`src/rtl/ads1675_pkg.sv`:
```
// Shared types and defaults for the ADS1675 serial deserializer.
// The error counter is only present when ADS1675_DESER_ERRCNT_EN is defined.
package ads1675_pkg;

  localparam int DEF_DW   = 24;
  localparam int ERRCNT_W = 16;

  typedef enum logic {
    IDLE  = 1'b0,
    SHIFT = 1'b1
  } state_t;

  // Raw ADC line set, kept together so all three see the same sync delay
  typedef struct packed {
    logic sclk;
    logic drdy;
    logic dout;
  } ser_t;

endpackage

```
`src/rtl/ads1675_sync_edge.sv`:
```
// Multi-flop synchronizer for a bundle of async lines, plus per-line
// falling-edge detect on the synchronized outputs.
module ads1675_sync_edge #(
  parameter int W      = 3,
  parameter int STAGES = 2
)(
  input  logic         aclk,
  input  logic         aresetn,
  input  logic [W-1:0] din,
  output logic [W-1:0] dsync,
  output logic [W-1:0] fall
);

  logic [STAGES-1:0][W-1:0] pipe;
  logic [W-1:0]             last;

  always_ff @(posedge aclk or negedge aresetn) begin
    if (!aresetn) begin
      pipe <= '0;
      last <= '0;
    end else begin
      pipe[0] <= din;
      for (int i = 1; i < STAGES; i++) pipe[i] <= pipe[i-1];
      last <= pipe[STAGES-1];
    end
  end

  assign dsync = pipe[STAGES-1];
  assign fall  = last & ~dsync;

endmodule

```
`src/rtl/ads1675_deser.sv`:
```
// ADS1675 serial-to-parallel receiver with valid/ready output.
// Define ADS1675_DESER_ERRCNT_EN to add the saturating err_cnt output.
module ads1675_deser
  import ads1675_pkg::*;
#(
  parameter int DW          = DEF_DW,
  parameter int SYNC_STAGES = 2
)(
  input  logic          aclk,
  input  logic          aresetn,
  input  logic          en,
  input  logic          sclk,
  input  logic          drdy,
  input  logic          dout,
  output logic [DW-1:0] m_data,
  output logic          m_valid,
  input  logic          m_ready,
  output logic          frame_err,
  output logic          overflow,
  output logic          busy
`ifdef ADS1675_DESER_ERRCNT_EN
  ,
  output logic [ERRCNT_W-1:0] err_cnt
`endif
);

  localparam int CW = $clog2(DW) + 1;

  ser_t lines_raw, lines_s, lines_fall;

  assign lines_raw = {sclk, drdy, dout};

  ads1675_sync_edge #(
    .W      ($bits(ser_t)),
    .STAGES (SYNC_STAGES)
  ) u_sync (
    .aclk    (aclk),
    .aresetn (aresetn),
    .din     (lines_raw),
    .dsync   (lines_s),
    .fall    (lines_fall)
  );

  logic unused_fall;
  assign unused_fall = &{1'b0, lines_fall.drdy, lines_fall.dout};

  state_t        state;
  logic [CW-1:0] bit_cnt;
  logic [DW-1:0] shreg;
  logic [DW-1:0] word;
  logic          drdy_prev;
  logic          strobe, start, last_bit;

  assign strobe   = lines_fall.sclk;
  assign start    = en && strobe && lines_s.drdy && !drdy_prev;
  assign last_bit = en && strobe && !start && (state == SHIFT) && (bit_cnt == CW'(DW-1));
  assign word     = {shreg[DW-2:0], lines_s.dout};

  always_ff @(posedge aclk or negedge aresetn) begin
    if (!aresetn) begin
      state     <= IDLE;
      bit_cnt   <= '0;
      shreg     <= '0;
      // Treated as "high" so a drdy still asserted at release is not a frame start
      drdy_prev <= 1'b1;
      m_data    <= '0;
      m_valid   <= 1'b0;
      frame_err <= 1'b0;
      overflow  <= 1'b0;
      busy      <= 1'b0;
    end else begin
      frame_err <= 1'b0;
      overflow  <= 1'b0;
      if (strobe) drdy_prev <= lines_s.drdy;

      if (!en) begin
        state   <= IDLE;
        busy    <= 1'b0;
        bit_cnt <= '0;
        shreg   <= '0;
      end else if (start) begin
        // A start seen mid-frame abandons the partial word and restarts here
        state     <= SHIFT;
        busy      <= 1'b1;
        bit_cnt   <= CW'(1);
        shreg     <= {{(DW-1){1'b0}}, lines_s.dout};
        frame_err <= (state == SHIFT);
      end else if (strobe && state == SHIFT) begin
        if (last_bit) begin
          state   <= IDLE;
          busy    <= 1'b0;
          bit_cnt <= '0;
          shreg   <= '0;
        end else begin
          bit_cnt <= bit_cnt + 1'b1;
          shreg   <= word;
        end
      end

      if (last_bit) begin
        if (!m_valid || m_ready) begin
          m_data  <= word;
          m_valid <= 1'b1;
        end else begin
          overflow <= 1'b1;
        end
      end else if (m_valid && m_ready) begin
        m_valid <= 1'b0;
      end
    end
  end

`ifdef ADS1675_DESER_ERRCNT_EN
  always_ff @(posedge aclk or negedge aresetn) begin
    if (!aresetn)
      err_cnt <= '0;
    else if ((frame_err || overflow) && (err_cnt != '1))
      err_cnt <= err_cnt + 1'b1;
  end
`endif

endmodule
```
`config.mk`:
```
export PLATFORM = sky130hd
export DESIGN_NAME = ads1675_deser
export DESIGN_NICKNAME = d
export VERILOG_FILES = /design/src/rtl/ads1675_pkg.sv /design/src/rtl/ads1675_sync_edge.sv /design/src/rtl/ads1675_deser.sv
export SDC_FILE = /design/constraint.sdc
export NUM_CORES = 1
export LEC_CHECK = 0
export CAP_MARGIN = 20
export CELL_PAD_IN_SITES_DETAIL_PLACEMENT = 1
export CELL_PAD_IN_SITES_GLOBAL_PLACEMENT = 1
export CORE_MARGIN = 2
export CORE_UTILIZATION = 49
export CTS_CLUSTER_SIZE = 10
export DETAILED_ROUTE_END_ITERATION = 12
export HOLD_SLACK_MARGIN = 0.05
export PLACE_DENSITY_LB_ADDON = 0.1
export SLEW_MARGIN = 20
export SYNTH_ARGS = -nofsm -noshare
export SYNTH_HDL_FRONTEND = slang
export SYNTH_HIERARCHICAL = 1
export SYNTH_SLANG_ARGS = --single-unit
```
`constraint.sdc`:
```
create_clock -name aclk -period 4.7 [get_ports aclk]
set_input_delay 0.94 -clock aclk [delete_from_list [all_inputs] [get_ports aclk]]
set_output_delay 0.94 -clock aclk [all_outputs]
set_load 0.005 [all_outputs]
```
==> results.md <==
- Worst rel slew slack: 47.6%
- Global-route wire length before repair: 9310 um
- Fraction of layout cells with a size suffix above 1: 24.1%
- PD cells: 346 mW/mm^2
- Antenna Violating Nets Remaining: 0
- WL per Instance: 19.2 um
- Delay of the slowest critical-path stage: 0.61 ns
- Fraction of the cycle the final worst path needs: 54.5%
- All-layer global routing usage: 20.6%
- Overflow after GRT: 0
- Design area: 0.00319 mm^2
- Clock Skews: 0.00669 ns
- Clock share of power: 44.5%
- Starting Density: 51.0%
- Pleak: 0.00157 uW
- Worst Slack Setup Final: 2.14 ns
- Slew Limit Fails: 0
- Initial DRC count: 83
- Number of H-tree levels: 3
- Die Area: 0.00591 mm^2
- Worst Path Arrival: 2.78 ns
- RSZ-0062 raised after global routing: no
- Fmax: 390 MHz
- Cell family with most CP delay: simple AND/OR/NAND/NOR gates
- Drt pass-1 iters: 6
- Setup TNS: 0 ns
- Worst path bufs/invs: 1
- CTS Hold Bufs: 0
- Synth Instances: 173
- Sw Ratio: 21.4%
- Syn nets: 181
- MaxCap Viol Count: 0
- Port Buf Inserts: 34
- Fin. Hold Viols: 0
- WP data required: 4.92 ns
- RD Place Congestion: 0.872
- Initial antenna violation count: 0
- Commonest non-fill, non-tap cell in the layout: dfrtp_1
- Root Driver: clkbuf_8
- Critical path fanouts, max: 24
- Vias per inst: 5.68
- DRC violation count after routing: 0
- Worst slew pin tran: 0.786 ns
- Post-CTS setup buffers: 0
- CP Capture Type: register
- VDD IR max: 0.234 mV
- Std-Cell Rows: 26
- Diodes inserted: 0
- Final HPWL DP: 3460 um
- CTS clk-pin slew, worst paths: 0.07 ns
- Num CTS Buffers: 9
- Final Util: 62.4%
- Reg power frac: 51.8%
- Largest net degree at the start of global routing: 66
- Post-CTS sizing: 0
- Crit-path cells: clkdlybuf4s50_1, nand3_2, nor2_4, nand3_4, mux2_4
- Int Pwr: 867 uW
- Clock tree sinks: 65
- Vias: 1,624
- Logic gate share of total power: 3.7%
- Pre-CTS WS: 1.62 ns
- Syn-to-layout area delta: 22.4%
- Die height: 76.9 um
- Setup-failing EPs final: 0
- Worst skew pair latency: 0.34 ns
- Crit start category: input port
- CTS tree: done
- Min Tclk post-route: 2.56 ns
- HP Class: register to register
- DP Area: 0.00297 mm^2
- Drt total wl: 5490 um
- Die Wd: 76.9 um
- Layout net count: 219
- Clock Tree Buf Depth: 2
- Core area: 0.00511 mm^2
- Synth warn: 6
- Synth Cell Area: 0.00260 mm^2
- Vias in the first global route: 1,785
- I/O Pins: 35
- Crit path kind: input port to register
- CP max-delay cell: clkdlybuf4s50_1
- Post-Syn Area per Cell: 15.1 um^2
- Switch Pwr: 237 uW
- Most frequent cells in the layout: 64 x dfrtp_1, 33 x clkdlybuf4s50_1, 24 x a22o_1
- Outcome: finished, final reports clean
per-stage QoR:
| stage | hold WS [ns] | std cells | total power (uW) |
|---|---|---|---|
| floorplan | 0.331 | 173 | 602 |
| global placement | 0.337 | 270 | 619 |
| detailed placement | 0.339 | 270 | 622 |
| CTS | 0.356 | 286 | 1110 |
| global route | 0.368 | 286 | 1150 |
| finish | 0.353 | 286 | 1100 |
routing by layer:
layer | wire, um | up-vias | global-route usage (%)
met2 | 2800 | 38 | 32.7
met5 | 0 | - | 0
li1 | - | 704 | -
met3 | 199 | 17 | 4.24
met1 | 2370 | 865 | 26.7
met4 | 125 | 0 | 10.9
state kept, by name (all words and copies together) (netlist names), 3 cells and up:
name / cells
u_sync/dsync: 3
u_sync/pipe: 3
bit_cnt: 6
shreg: 23
m_data: 24
final timing paths:
path                                          start  cells past startpoint  slack (ns)                         to
max                                              en                      5        2.14      m_data[7]$_DFFE_PN0P_
min                        u_sync/pipe[1]$_DFF_PN0_                      0        0.35  u_sync/dsync[1]$_DFF_PN0_
max reg2reg                  bit_cnt[0]$_DFFE_PN0P_                      5        2.56      m_data[7]$_DFFE_PN0P_
min reg2reg                u_sync/pipe[1]$_DFF_PN0_                      0        0.35  u_sync/dsync[1]$_DFF_PN0_
max in group asynchronous                   aresetn                      2        3.42   u_sync/last[2]$_DFF_PN0_
min in group asynchronous                   aresetn                      2        0.77      shreg[19]$_DFFE_PN0P_
cell type report:
type / instances / area (um^2)
clock buffer: 14 / 173
sequential: 65 / 1630
timing repair buffer: 36 / 350
clock inverter: 2 / 35.0
fill: 500 / 1920
multi-input combinational: 98 / 911
inverter: 1 / 3.75
tap: 70 / 87.6
worst reg2reg max path: cells and delay by family (launching register included):
| family | cells | cell delay (ns) |
|---|---|---|
| AND/OR/NAND/NOR | 3 | 0.81 |
| multiplexers | 1 | 0.46 |
| adder cells (fa/ha/maj) | 1 | 0.32 |
| flip-flops | 1 | 0.45 |
power groups by stage:
stage	Clock, uW	Combinational, uW	Sequential [uW]
floorplan	0	22.2	580
finish	491	41.0	571
CTS	496	41.1	571
global route	528	46.2	572
detailed placement	0	40.4	581
global placement	0	38.5	581
No activity file was read; power rests on OpenSTA's default activity.
